===== config.mk =====
export PLATFORM = sky130hd
export DESIGN_NAME = mux4_rr_arbiter
export DESIGN_NICKNAME = d
export VERILOG_FILES = /design/src/rtl/mux4_rr_arbiter_pkg.sv /design/src/rtl/mux4_rr_arbiter_mux4_w.sv /design/src/rtl/mux4_rr_arbiter.sv
export SDC_FILE = /design/constraint.sdc
export NUM_CORES = 1
export LEC_CHECK = 0
export ABC_AREA = 1
export CAP_MARGIN = 5
export CORE_MARGIN = 2
export CORE_UTILIZATION = 35
export CTS_CLUSTER_SIZE = 30
export DETAILED_ROUTE_END_ITERATION = 10
export PLACE_DENSITY_LB_ADDON = 0.05
export SYNTH_ARGS = -nofsm -noshare
export SYNTH_HDL_FRONTEND = slang
export SYNTH_SLANG_ARGS = --single-unit

===== constraint.sdc =====
create_clock -name clk -period 2.9 [get_ports clk]
set_input_delay 0.435 -clock clk [delete_from_list [all_inputs] [get_ports clk]]
set_output_delay 0.435 -clock clk [all_outputs]
set_load 0.05 [all_outputs]

===== src/rtl/mux4_rr_arbiter_pkg.sv =====
// mux4_rr_arbiter_pkg: shared constants for the round-robin 4:1 mux arbiter
package mux4_rr_arbiter_pkg;
  typedef enum logic {IDLE = 1'b0, GRANT = 1'b1} state_t;
  localparam int NUM_REQ = 4;
  localparam int DEF_MAX_HOLD = 4;
  localparam logic [1:0] REQ_A = 2'd0;
  localparam logic [1:0] REQ_B = 2'd1;
  localparam logic [1:0] REQ_C = 2'd2;
  localparam logic [1:0] REQ_D = 2'd3;
endpackage


===== src/rtl/mux4_rr_arbiter_mux4_w.sv =====
// mux4_w: WIDTH-bit 4:1 mux driven by a 2-bit select
module mux4_w #(
  parameter int WIDTH = 8
) (
  input  logic [1:0]       sel,
  input  logic [WIDTH-1:0] d0,
  input  logic [WIDTH-1:0] d1,
  input  logic [WIDTH-1:0] d2,
  input  logic [WIDTH-1:0] d3,
  output logic [WIDTH-1:0] y
);
  assign y = sel[1] ? (sel[0] ? d3 : d2) : (sel[0] ? d1 : d0);
endmodule


===== src/rtl/mux4_rr_arbiter.sv =====
// mux4_rr_arbiter: round-robin owner of a shared 4:1 mux with bounded bursts and valid/ready output
module mux4_rr_arbiter
  import mux4_rr_arbiter_pkg::*;
#(
  parameter int WIDTH    = 8,
  parameter int MAX_HOLD = DEF_MAX_HOLD
) (
  input  logic             clk,
  input  logic             rst_n,
  input  logic [3:0]       req,
  input  logic [WIDTH-1:0] din_a,
  input  logic [WIDTH-1:0] din_b,
  input  logic [WIDTH-1:0] din_c,
  input  logic [WIDTH-1:0] din_d,
  input  logic             out_ready,
  output logic [1:0]       sel,
  output logic [3:0]       gnt,
  output logic             out_valid,
  output logic [WIDTH-1:0] dout,
  output logic [3:0]       ack
);
  state_t     state, state_nx;
  logic [1:0] ptr, ptr_nx, owner, sel_nx;
  logic [3:0] cnt, cnt_nx;
  logic       found, acc, rel, arb;
  always_comb begin
    owner = ptr;
    found = 1'b0;
    for (int i = 0; i < NUM_REQ; i++) begin
      if (!found && req[ptr + 2'(i)]) begin
        found = 1'b1;
        owner = ptr + 2'(i);
      end
    end
  end
  assign gnt       = (state == GRANT) ? (4'b0001 << sel) : 4'b0000;
  assign out_valid = rst_n && (state == GRANT) && req[sel];
  assign acc       = out_valid && out_ready;
  assign ack       = gnt & {4{acc}};
  assign rel       = (state == GRANT) && (!req[sel] || (acc && cnt == 4'(MAX_HOLD - 1)));
  assign arb       = (state == IDLE) || rel;
  always_comb begin
    state_nx = arb ? (found ? GRANT : IDLE) : state;
    sel_nx   = (arb && found) ? owner : sel;
    ptr_nx   = (arb && found) ? owner + 2'd1 : ptr;
    cnt_nx   = arb ? 4'd0 : cnt + 4'(acc);
  end
  always_ff @(posedge clk) begin
    if (!rst_n) begin
      state <= IDLE;
      sel   <= REQ_A;
      ptr   <= REQ_A;
      cnt   <= 4'd0;
    end else begin
      state <= state_nx;
      sel   <= sel_nx;
      ptr   <= ptr_nx;
      cnt   <= cnt_nx;
    end
  end
  mux4_w #(.WIDTH(WIDTH)) u_mux (
    .sel(sel),
    .d0 (din_a),
    .d1 (din_b),
    .d2 (din_c),
    .d3 (din_d),
    .y  (dout)
  );
endmodule


==> flow_metrics.env, run 1 <==
export IMPL_cts_htree_levels=1
export IMPL_setup_worst_path_end_class="output pin"
export IMPL_fin_area_sq_mm=0.00175
export IMPL_synth_cell_types=28
export IMPL_start_util_pct=37.3
export IMPL_cts_hold_buf=0
export IMPL_cts_resized=0
export IMPL_dp_cells=260
export IMPL_max_stage_delay_ns=0.81
export IMPL_drv_slew=0
export IMPL_setup_viol=0
export IMPL_drt_wl_total_um=3350
export IMPL_seq_area_frac_synth_pct=17.3
export IMPL_synthCells=175
export IMPL_cap_violations=0
export IMPL_finalCritPeriodShare_pct=91.5
export IMPL_drive_gt1_share_pct=15.9
export IMPL_vias=1380
export IMPL_io_buffer_count=57
export IMPL_critical_path_class="reg -> out"
export IMPL_ys_seq_elements=9
export IMPL_rows=19
export IMPL_clockBufferDepth=2
export IMPL_status="complete, no violations"
export IMPL_synth_warnings=0
export IMPL_slew_headroom_pct=65.0
export IMPL_worst_pin_slew_ns=0.523
export IMPL_dieArea_sq_mm=0.00342
export IMPL_antenna_found_initial=0
export IMPL_fin_tns_setup_ns=0
export IMPL_core_area_sq_mm=0.00278
export IMPL_path_cells="inv_1 > nor2_2 > buf_4 > a22oi_1 > nand3_1 > clkdlybuf4s50_1"
export IMPL_fin_crit_ns=2.65
export IMPL_stdcell_count=264
export IMPL_mostFrequentLayoutCell="clkdlybuf4s50_1"
export IMPL_final_core_util_pct=63.1
export IMPL_synth_avg_cell_area_sq_um=5.93
export IMPL_crit_required_ns=2.47
export IMPL_grt_total_usage_pct=20.4
export IMPL_path_delay_family="buffers and inverters"
export IMPL_antenna_cells=0
export IMPL_gp_congestion=0.791
export IMPL_wl_per_cell_um=12.7
export IMPL_area_growth_pct=68.9
export IMPL_vdd_drop_max_mv=0.657
export IMPL_final_hold_viol_count=0
export IMPL_rsz0062_at_grt="no"
export IMPL_root_buffer="clkbuf_4"
export IMPL_drt_vias_per_instance=5.23
export IMPL_cp_max_fo=12
export IMPL_firstDrtPassIters=4
export IMPL_die_h_um=58.5
export IMPL_whs_ns=0.523
export IMPL_grt_max_degree=17
export IMPL_p_leak_nw=0.805
export IMPL_cp_arrival_ns=2.22
export IMPL_start_kind="flip-flop"
export IMPL_layout_nets=275
export IMPL_num_io_pins=58
export IMPL_insertion_delay_ns=0.28
export IMPL_path_buf_inv=3
export IMPL_post_cts_buffers=0
export IMPL_worstHoldPathType="reg -> reg"
export IMPL_cp_slowest_cell="clkdlybuf4s50_1"
export IMPL_syn_nets=216
export IMPL_drtIter0Drc=45
export IMPL_fmax_mhz=377
export IMPL_ant_nets=0
export IMPL_grt_pass1_vias=1227
export IMPL_dpl_cell_area_sq_mm=0.00173
export IMPL_p_per_area_mw_per_mm2=907
export IMPL_skew_ns=0.0168
export IMPL_place_hpwl_um=2770
export IMPL_cts_buffers=3
export IMPL_grt_overflow=0
export IMPL_cts_sinks=9
export IMPL_die_w_um=58.5
export IMPL_syn_cell_area_sq_mm=0.00104
export IMPL_path_clk_slew_ns=0.07
export IMPL_cts_tree="yes"
export IMPL_grt_pass1_wl_um=5460
export IMPL_drc=0
export IMPL_final_cell_mix="clkdlybuf4s50_1 (51), nand2_1 (45), nand3_1 (38)"
## logic make-up (layout without fill, tap and decap cells)
group           after synthesis  count (layout)  share of synthesized area, %
compound gates               18              18                          13.0
xor+xnor                      2               2                          1.69
fa+ha+maj                     2               2                          2.41
buf+inv                      31              89                          13.5
flops                         9               9                          17.3
simple gates                113             113                          52.0
## through the flow
stage	total power (W)	worst slack, ns
2_1_floorplan	0.00115	0.0384
3_3_place_gp	0.00147	0.293
3_5_place_dp	0.00149	0.234
4_1_cts	0.00160	0.220
5_1_grt	0.00172	0.0837
6_report	0.00159	0.247
## tightest hold or removal path: cells and delay by family (launching register included)
kind / cells / cell delay, ns
xor gates and xnor gates: 1 / 0.07
DFF: 1 / 0.33
and+or+nand+nor: 1 / 0.08
## power breakdown
group	internal (W)	total, W	switching [W]
sequential	0.000152	0.000215	0.0000633
combinational	0.000431	0.00127	0.000842
clock	0.0000532	0.000103	0.0000496
total	0.000636	0.00159	0.000955
## path summary, 6_finish.rpt
path | from | end | slack [ns] | cells past startpoint
max | sel[0] | dout[0] | 0.25 | 6
min | cnt[3] | cnt[3] | 0.52 | 2
max reg2reg | sel[0] | cnt[2] | 0.57 | 12
min reg2reg | cnt[3] | cnt[3] | 0.52 | 2
## cell usage after synthesis (all sizes together)
master | n | share of area (%)
ha | 2 | 2.4
xor2 | 1 | 0.84
o21ai | 3 | 1.4
dfxtp | 9 | 17
o311ai | 1 | 2.5
nand4 | 1 | 0.60
xnor2 | 1 | 0.84
clkbuf | 1 | 0.36
nand3 | 39 | 19
a22oi | 9 | 6.5
nand2 | 53 | 22
nor3 | 4 | 1.9
nor2 | 16 | 8.2
a31oi | 1 | 0.60
buf | 5 | 3.9
a21oi | 4 | 1.9
inv | 25 | 9.3
## routing by layer
layer / share of wire [%] / wire [um] / up-vias / global-route usage (%)
li1: - / - / 694 / -
met1: 38 / 1280 / 635 / 23.0
met2: 51 / 1730 / 48 / 38.0
met3: 9.2 / 310 / 3 / 4.84
met4: 1.0 / 35 / 0 / 4.98
met5: 0 / 0 / - / 0
## layout make-up
class                           count  area [sq um]
Inverter                           25          96.3
Tap cell                           31          38.8
Clock buffer                        4          26.3
Sequential cell                     9           181
Timing Repair Buffer               60           641
Multi-Input combinational cell    135           771
Fill cell                         269          1030
(Power assumes the default switching activity.)
==> inputs of run 2 (changes only) <==
- CTS_CLUSTER_SIZE: 30 -> not set
==> results of run 2 <==
Same layout as run 1: the final DEF is identical, and so are final timing and power.
==> inputs of run 3 (changes only) <==
- GPL_TIMING_DRIVEN: not set -> 0
==> run 3 against run 2 <==
  * Clock power shrank 9.7%
  * Global-route usage is 0.38 points higher
  * Critical path type unchanged
  * Combinational power rose by 5%
  * Design area decreased by 0.50%
==> flow_metrics.env, run 3 (synthesis results as in run 1) <==
export IMPL_firstDrtPassIters=4
export IMPL_num_io_pins=58
export IMPL_root_buffer="clkbuf_4"
export IMPL_layout_nets=278
export IMPL_die_w_um=58.5
export IMPL_area_growth_pct=68.1
export IMPL_start_util_pct=37.3
export IMPL_setup_worst_path_end_class="output pin"
export IMPL_cts_hold_buf=0
export IMPL_grt_overflow=0
export IMPL_insertion_delay_ns=0.26
export IMPL_slew_headroom_pct=64.6
export IMPL_wl_met3_um=292
export IMPL_final_cell_mix="clkdlybuf4s50_1 (47), nand2_1 (44), nand3_1 (38)"
export IMPL_final_hold_viol_count=0
export IMPL_ant_nets=0
export IMPL_cts_htree_levels=1
export IMPL_wirelength_met1_um=1440
export IMPL_cts_sinks=9
export IMPL_place_hpwl_um=2750
export IMPL_wl_met2_um=1670
export IMPL_grt_max_degree=11
export IMPL_highest_layer="met4"
export IMPL_place_ws_ns=-0.347
export IMPL_reg2reg_slack_ns=0.72
export IMPL_drive_gt1_share_pct=16.1
export IMPL_antenna_cells=0
export IMPL_cts_tree="yes"
export IMPL_status="complete, no violations"
export IMPL_fmax_mhz=369
export IMPL_clockBufferDepth=2
export IMPL_mostFrequentLayoutCell="clkdlybuf4s50_1"
export IMPL_vdd_drop_max_mv=0.590
export IMPL_drt_wl_total_um=3430
export IMPL_dieArea_sq_mm=0.00342
export IMPL_antenna_found_initial=0
export IMPL_rsz0062_at_grt="no"
export IMPL_grt_pass1_vias=1324
export IMPL_p_per_area_mw_per_mm2=919
export IMPL_post_cts_buffers=0
export IMPL_cap_violations=0
export IMPL_drc=0
export IMPL_hold_path_depth=2
export IMPL_path_clk_slew_ns=0.06
export IMPL_finalCritPeriodShare_pct=93.3
export IMPL_grt_total_usage_pct=20.7
export IMPL_p_leak_nw=0.867
export IMPL_io_buffer_count=57
export IMPL_skew_ns=0.00659
export IMPL_core_area_sq_mm=0.00278
export IMPL_cts_buffers=3
export IMPL_fin_crit_ns=2.71
export IMPL_drv_slew=0
export IMPL_setup_viol=0
export IMPL_fillers=259
export IMPL_cts_resized=12
export IMPL_final_core_util_pct=62.8
export IMPL_wl_per_cell_um=12.9
export IMPL_worstHoldPathType="reg -> reg"
export IMPL_cp_arrival_ns=2.27
export IMPL_rows=19
export IMPL_drt_vias_per_instance=5.07
export IMPL_worst_pin_slew_ns=0.530
export IMPL_whs_ns=0.534
export IMPL_cp_max_fo=10
export IMPL_fin_tns_setup_ns=0
export IMPL_die_h_um=58.5
export IMPL_ff2ff_path_depth=12
export IMPL_drtIter0Drc=51
export IMPL_crit_required_ns=2.47
export IMPL_start_kind="flip-flop"
export IMPL_critical_path_class="reg -> out"
export IMPL_gp_congestion=0.850
export IMPL_p_total_w=0.00160
export IMPL_vias=1355
export IMPL_worst_slack_ns=0.193
export IMPL_grt_pass1_wl_um=5620
==> run 3: worst max-delay path, stage by stage (launching register included) <==
cell and delay (ns):
dfxtp_2 0.32, buf_2 0.18, nor2_4 0.26, a22oi_1 0.14, nand2_1 0.18, nand2_1 0.12, nor2_4 0.11, nand2_2 0.15
nor3_4 0.15, clkdlybuf4s15_2 0.39
==> run 3: layer usage <==
metal | vias up | global-route usage [%]
met4 | 0 | 6.31
met3 | 6 | 3.30
met5 | - | 0
met1 | 586 | 25.9
li1 | 702 | -
met2 | 61 | 36.4
==> run 3: power by group <==
part | leakage, nW | internal, W | switching [W]
combinational | 0.777 | 0.000440 | 0.000889
sequential | 0.0742 | 0.000152 | 0.0000303
clock | 0.0150 | 0.0000528 | 0.0000402
total | 0.867 | 0.000645 | 0.000960
==> run 3: per-stage QoR <==
stage / cell area, sq um / instances
floorplan: 1090 / 175
global placement: 1700 / 263
detailed placement: 1700 / 263
CTS: 1730 / 267
global route: 1750 / 267
finish: 1750 / 267
==> run 3: path summary, 6_finish.rpt <==
kind                 end    from
setup / recovery  ack[1]  sel[0]
hold / removal    cnt[3]  cnt[3]
setup reg to reg  cnt[2]  sel[0]
hold reg to reg   cnt[3]  cnt[3]
==> run 3: final cells by class <==
cell class              count  area, sq um  area share [%]
plain buffers               6         45.0            2.58
clock buffers               4         26.3            1.51
inverters                  25         96.3            5.52
multi-input cells         135          773            44.3
flip-flops and latches      9          181            10.4
well taps                  31         38.8            2.22
repair buffers             57          584            33.5
